[config.mk]
export PLATFORM = sky130hd
export DESIGN_NAME = pc_fetch_ctrl
export DESIGN_NICKNAME = d
export VERILOG_FILES = /design/src/rtl/pc_fetch_pkg.sv /design/src/rtl/pc_fetch_ctrl_timer.sv /design/src/rtl/pc_fetch_ctrl.sv
export SDC_FILE = /design/constraint.sdc
export NUM_CORES = 1
export LEC_CHECK = 0
export ABC_CLOCK_PERIOD_IN_PS = 2340
export BUFFER_PORTS_ARGS = -buffer_cell sky130_fd_sc_hd__buf_2
export CAP_MARGIN = 0
export CORE_ASPECT_RATIO = 1.2
export CORE_MARGIN = 2
export CORE_UTILIZATION = 39
export CTS_CLUSTER_DIAMETER = 80
export CTS_CLUSTER_SIZE = 10
export DETAILED_ROUTE_END_ITERATION = 16
export HOLD_SLACK_MARGIN = 0.15
export PLACE_DENSITY = 0.67
export SYNTH_ARGS = -nofsm -noshare
export SYNTH_HDL_FRONTEND = slang
export SYNTH_HIERARCHICAL = 1
export SYNTH_SLANG_ARGS = --single-unit
[constraint.sdc]
create_clock -name clk -period 2.34 [get_ports clk]
set_clock_uncertainty 0.05 [all_clocks]
set_input_delay 0.117 -clock clk [delete_from_list [all_inputs] [get_ports clk]]
set_output_delay 0.117 -clock clk [all_outputs]
set_load 0.05 [all_outputs]
[src/rtl/pc_fetch_pkg.sv]
// pc_fetch_pkg
//   Shared constants and types for the fetch-PC controller slice.
//   XLEN / INSTR_BYTES : datapath width and instruction size in bytes.
//   FLUSH_CNT_W        : width of the flush duration counter (1..15 cycles).
//   ALIGN_MASK         : clears the byte-offset bits of an instruction address.
//   fetch_state_t      : controller states BOOT, RUN, FLUSH.
package pc_fetch_pkg;

   localparam int unsigned XLEN        = 32;
   localparam int unsigned INSTR_BYTES = 4;
   localparam int unsigned FLUSH_CNT_W = 4;

   localparam logic [XLEN-1:0] ALIGN_MASK = ~XLEN'(INSTR_BYTES - 1);

   typedef enum logic [1:0] {
      BOOT  = 2'd0,
      RUN   = 2'd1,
      FLUSH = 2'd2
   } fetch_state_t;

endpackage

[src/rtl/pc_fetch_ctrl_timer.sv]
// pc_flush_timer
//   Loadable down-counter timing the flush window after a redirect.
//   clk, rst  : clock, synchronous active-high reset (count clears to 0)
//   load      : load loadValue (priority over decrement)
//   loadValue : flush duration in cycles
//   busy      : count is non-zero
//   done      : count is 1, i.e. this is the last flush cycle
module pc_flush_timer
   import pc_fetch_pkg::*;
(
   input  logic                   clk,
   input  logic                   rst,
   input  logic                   load,
   input  logic [FLUSH_CNT_W-1:0] loadValue,
   output logic                   busy,
   output logic                   done
);

   logic [FLUSH_CNT_W-1:0] count;

   always_ff @(posedge clk) begin
      if (rst) begin
         count <= '0;
      end else if (load) begin
         count <= loadValue;
      end else if (busy) begin
         count <= count - 1'b1;
      end
   end

   assign busy = (count != '0);
   assign done = (count == FLUSH_CNT_W'(1));

endmodule

[src/rtl/pc_fetch_ctrl.sv]
// pc_fetch_ctrl
//   Owns the architectural fetch PC, issues sequential fetch requests over a
//   valid/ready handshake and redirects on a taken branch, holding flush high
//   for FLUSH_CYCLES cycles afterwards.
//   Optional feature macro: PC_MISALIGN_TRAP_EN (misaligned target traps to
//   TRAP_VEC and pulses misalign; otherwise target low bits are cleared).
//   clk, rst                 : clock, synchronous active-high reset
//   takeBranch, branchTarget : redirect request and address from BranchUnit
//   stall                    : hazard hold, blocks sequential advance
//   fetchReady               : instruction memory accepts the request
//   fetchValid, fetchAddr    : registered fetch request
//   pcPlus4                  : fetchAddr + 4 (combinational)
//   flush                    : registered kill of IF/ID
//   misalign                 : registered trap pulse (macro builds only)
module pc_fetch_ctrl
   import pc_fetch_pkg::*;
#(
   parameter logic [31:0] RESET_PC     = 32'h0000_0000,
   parameter int unsigned FLUSH_CYCLES = 2
`ifdef PC_MISALIGN_TRAP_EN
   ,parameter logic [31:0] TRAP_VEC    = 32'h0000_0100
`endif
) (
   input  logic        clk,
   input  logic        rst,
   input  logic        takeBranch,
   input  logic [31:0] branchTarget,
   input  logic        stall,
   input  logic        fetchReady,
   output logic        fetchValid,
   output logic [31:0] fetchAddr,
   output logic [31:0] pcPlus4,
   output logic        flush
`ifdef PC_MISALIGN_TRAP_EN
   ,output logic       misalign
`endif
);

   fetch_state_t    state, stateNext;
   logic [XLEN-1:0] addrNext;
   logic [XLEN-1:0] redirectAddr;
   logic            accept;
   logic            timerLoad;
   logic            timerBusy;
   logic            timerDone;

   assign accept  = fetchValid & fetchReady;
   assign pcPlus4 = fetchAddr + XLEN'(INSTR_BYTES);

`ifdef PC_MISALIGN_TRAP_EN
   logic badTarget;
   assign badTarget    = (branchTarget[1:0] != 2'b00);
   assign redirectAddr = badTarget ? (TRAP_VEC & ALIGN_MASK)
                                   : (branchTarget & ALIGN_MASK);
`else
   assign redirectAddr = branchTarget & ALIGN_MASK;
`endif

   // Redirect outranks stall and any same-cycle accept: the pending request
   // is dropped and the PC jumps straight to the target.
   always_comb begin
      stateNext = state;
      addrNext  = fetchAddr;
      timerLoad = 1'b0;
      if (takeBranch) begin
         stateNext = FLUSH;
         addrNext  = redirectAddr;
         timerLoad = 1'b1;
      end else begin
         case (state)
            BOOT:    stateNext = RUN;
            RUN:     if (accept && !stall) addrNext = pcPlus4;
            // Exit also on an idle timer so the FSM can never wedge in FLUSH.
            FLUSH:   if (timerDone || !timerBusy) stateNext = RUN;
            default: stateNext = BOOT;
         endcase
      end
   end

   // Outputs are registered from the next state so they line up with it.
   always_ff @(posedge clk) begin
      if (rst) begin
         state      <= BOOT;
         fetchAddr  <= RESET_PC;
         fetchValid <= 1'b0;
         flush      <= 1'b0;
      end else begin
         state      <= stateNext;
         fetchAddr  <= addrNext;
         fetchValid <= (stateNext == RUN);
         flush      <= (stateNext == FLUSH);
      end
   end

`ifdef PC_MISALIGN_TRAP_EN
   always_ff @(posedge clk) begin
      if (rst) begin
         misalign <= 1'b0;
      end else begin
         misalign <= takeBranch & badTarget;
      end
   end
`endif

   pc_flush_timer uFlushTimer (
      .clk       (clk),
      .rst       (rst),
      .load      (timerLoad),
      .loadValue (FLUSH_CNT_W'(FLUSH_CYCLES)),
      .busy      (timerBusy),
      .done      (timerDone)
   );

endmodule

==> results.md <==
* Status: finished clean
* Int Pwr at 1.25 mW
* All-Layer GR Usage at 21.4%
* Row count at 32
* CTS sink count at 38
* Drt drc at 0
* Critical path arrival at 2120 ps
* CTS tree: yes
* Async SR Flop Fraction at 0%
* Final period util at 97.8%
* Num CTS Buffers at 5
* Initial antenna violation count at 0
* Root buf cell: clkbuf_8
* Relative slew slack at 54.4%
* Comb power frac at 33.7%
* Routed wire per std cell at 14.2 um
* F_max at 0.437 GHz
* CP Data Required Time at 2170 ps
* Vias per cell at 5.08
* Layout cells sized above 1 at 42.8%
* Min-Delay Path Class: input port to flip-flop
* Kind of critical path: flip-flop to output port
* Synthesized area at 2580 um2
* Number of synthesized flops with an enable pin at 0
* Post-synth top area cell: dfxtp_1
* Area Growth Syn to Fin at 59.5%
* Final #Nets at 510
* Clk network pwr share at 28.0%
* Die span in x at 78.2 um
* Unrepaired setup endpoints after global routing: yes
* Diode count at 0
* Switching power at 0.758 mW
* Crit Path Max Fanout at 4
* Sw Ratio at 37.8%
* Most frequent cells in the layout: 86 x buf_2, 36 x nand2_1, 30 x dlygate4sd3_1, 30 x buf_4, 28 x nor2_1
* Total of max-cap violations at 0
* Detailed Route WL at 7.90 mm
* Clk buf depth at 2
* Hold Slack at 202 ps
* FILL cells at 565
* Total power at 2.01 mW
* Gr ovfl total at 0
* TNS Setup at 0 ps
* Core Area at 6410 um2
* DR iter-0 viols at 135
* Main area contributors after synthesis: dfxtp_1 30%, xnor2_1 11%, xor2_1 8.2%
* Predominant post-synthesis flop cell: dfxtp_1
* Pins Over Slew Limit at 0
* Vias at 2822
* Post-synthesis cell count at 327
* Crit end category: output port
* Sequential area share after synthesis at 29.5%
* Die ar. at 7280 um2
* Final hold viol count at 0
* CP Launch Type: flip-flop
* Initial cell density of the core at 40.3%
* DP HPWL at 5.55 mm
* Slew @ Worst Pin at 683 ps
* Worst-Skew Late Latency at 300 ps
* Pwr Density at 488 nW/um2
* Final core utilization at 64.2%
* Clk pin slew, worst setup/hold paths at 80 ps
* Flops & latches, synth at 38
* Post-route antenna net violation count at 0
* Post-placement setup slack at 67.4 ps
* Syn avg cell area at 7.89 um2
* Final GP Congestion at 0.832
* First-pass GRT wire length at 12.5 mm
* Unique cell type count in the Yosys netlist at 48
* Post-synth top area share at 29.5%
* Drt pass-1 iters at 4
* CTS H-tree depth at 2
* I/O pin total at 103
* Port buffer count at 96
* Setup violators final at 0
* Yosys warns at 6
* Die Ht at 93.1 um
* Maximum VDD drop at 0.293 mV
* Post-layout min period at 2290 ps
* Largest net degree at the start of global routing at 28
* Most common cell after layout, fill and taps aside: buf_2
* Setup WS post-layout at 50.4 ps
* Vias in the first global route at 2688
* Reg power frac at 38.3%
* Static Leak at 1.76 nW
per-stage QoR:
step                cell area (um2)  std cells
CTS                            3950        550
floorplan                      2830        333
global route                   4110        555
detailed placement             3450        512
finish                         4110        555
global placement               3450        512
state kept, by name, indices dropped and copies added, names as in the netlist:
name,count
fetchAddr,30
uFlushTimer/count,4
state,2
fetchValid,1
flush,1
repair_timing:
| item | 4_1_cts | 5_1_grt |
|---|---|---|
| resized for setup | 21 | 29 |
| pin swaps | 2 | 7 |
| hold endpoints to repair | 30 | 0 |
| setup buffers | 0 | 5 |
| hold buffers | 30 | 0 |
| setup endpoints to repair | 10 | 14 |
worst max-delay path, cell delays in order, from the launching register on:
cell	delay, ps
dfxtp_4	370
nand4_1	130
or4_4	570
or2_4	290
nor2_4	160
xor2_4	150
buf_6	170
power by group through the flow:
stage	Sequential (mW)	Clock, mW	Combinational, mW
floorplan	0.898	0	0.349
global placement	0.780	0	0.608
detailed placement	0.783	0	0.612
CTS	0.769	0.574	0.662
global route	0.778	0.604	0.721
finish	0.769	0.561	0.676
Yosys cell counts (all sizes together) (2+ instances only):
library cell   n
clkbuf        12
o22ai          2
nor3          12
nand3b         2
nand2         36
ha             4
inv            8
xor2          24
xnor2         33
or4            2
o21ai          2
dfxtp         38
and3           3
or3            3
nand4         12
nor3b          2
a311oi         2
nor4          14
nor2          32
o21a           3
a21oi         15
nor2b          2
conb           2
a211oi        17
and4           5
buf           12
or2            3
nand3         14
o21bai         2
cells by family (layout without fill, tap and decap cells):
family / after synthesis / after routing / synth area share [%]
compound gates: 45 / 45 / 11.8
xor+xnor: 57 / 57 / 19.4
fa+ha+maj: 4 / 4 / 1.94
buf+inv: 33 / 170 / 6.06
flops: 38 / 38 / 29.5
mux: 1 / 1 / 0.437
other cells: 2 / 8 / 0.291
simple gates: 147 / 147 / 30.6
cell type report:
class / instances / area (um2) / share of cell area [%]
Multi-Input combinational cell: 262 / 2020 / 49.0
Timing Repair Buffer: 153 / 1030 / 25.2
Sequential cell: 38 / 812 / 19.7
Tap cell: 85 / 106 / 2.59
Clock buffer: 5 / 68.8 / 1.67
Clock inverter: 3 / 40.0 / 0.974
Inverter: 9 / 33.8 / 0.821
metal layers:
| layer | GRT usage (%) | vias to the layer above | wire (um) |
|---|---|---|---|
| li1 | - | 1418 | - |
| met1 | 25.7 | 1311 | 3300 |
| met2 | 37.9 | 80 | 4080 |
| met3 | 3.57 | 13 | 357 |
| met4 | 8.63 | 0 | 163 |
| met5 | 0 | - | 0 |
path summary, 6_finish.rpt:
path / startpoint / end / slack (ps) / cells past startpoint
worst max register to register: fetchAddr[3]$_SDFFE_PP0P_ / fetchAddr[22]$_SDFFE_PP0P_ / 240 / 6
worst min register to register: state[1]$_SDFF_PP0_ / state[1]$_SDFF_PP0_ / 500 / 2
worst min-delay path: rst / state[1]$_SDFF_PP0_ / 200 / 2
worst max-delay path: fetchAddr[8]$_SDFFE_PP0P_ / pcPlus4[25] / 50 / 6
Power figures use the tool's default switching activity.
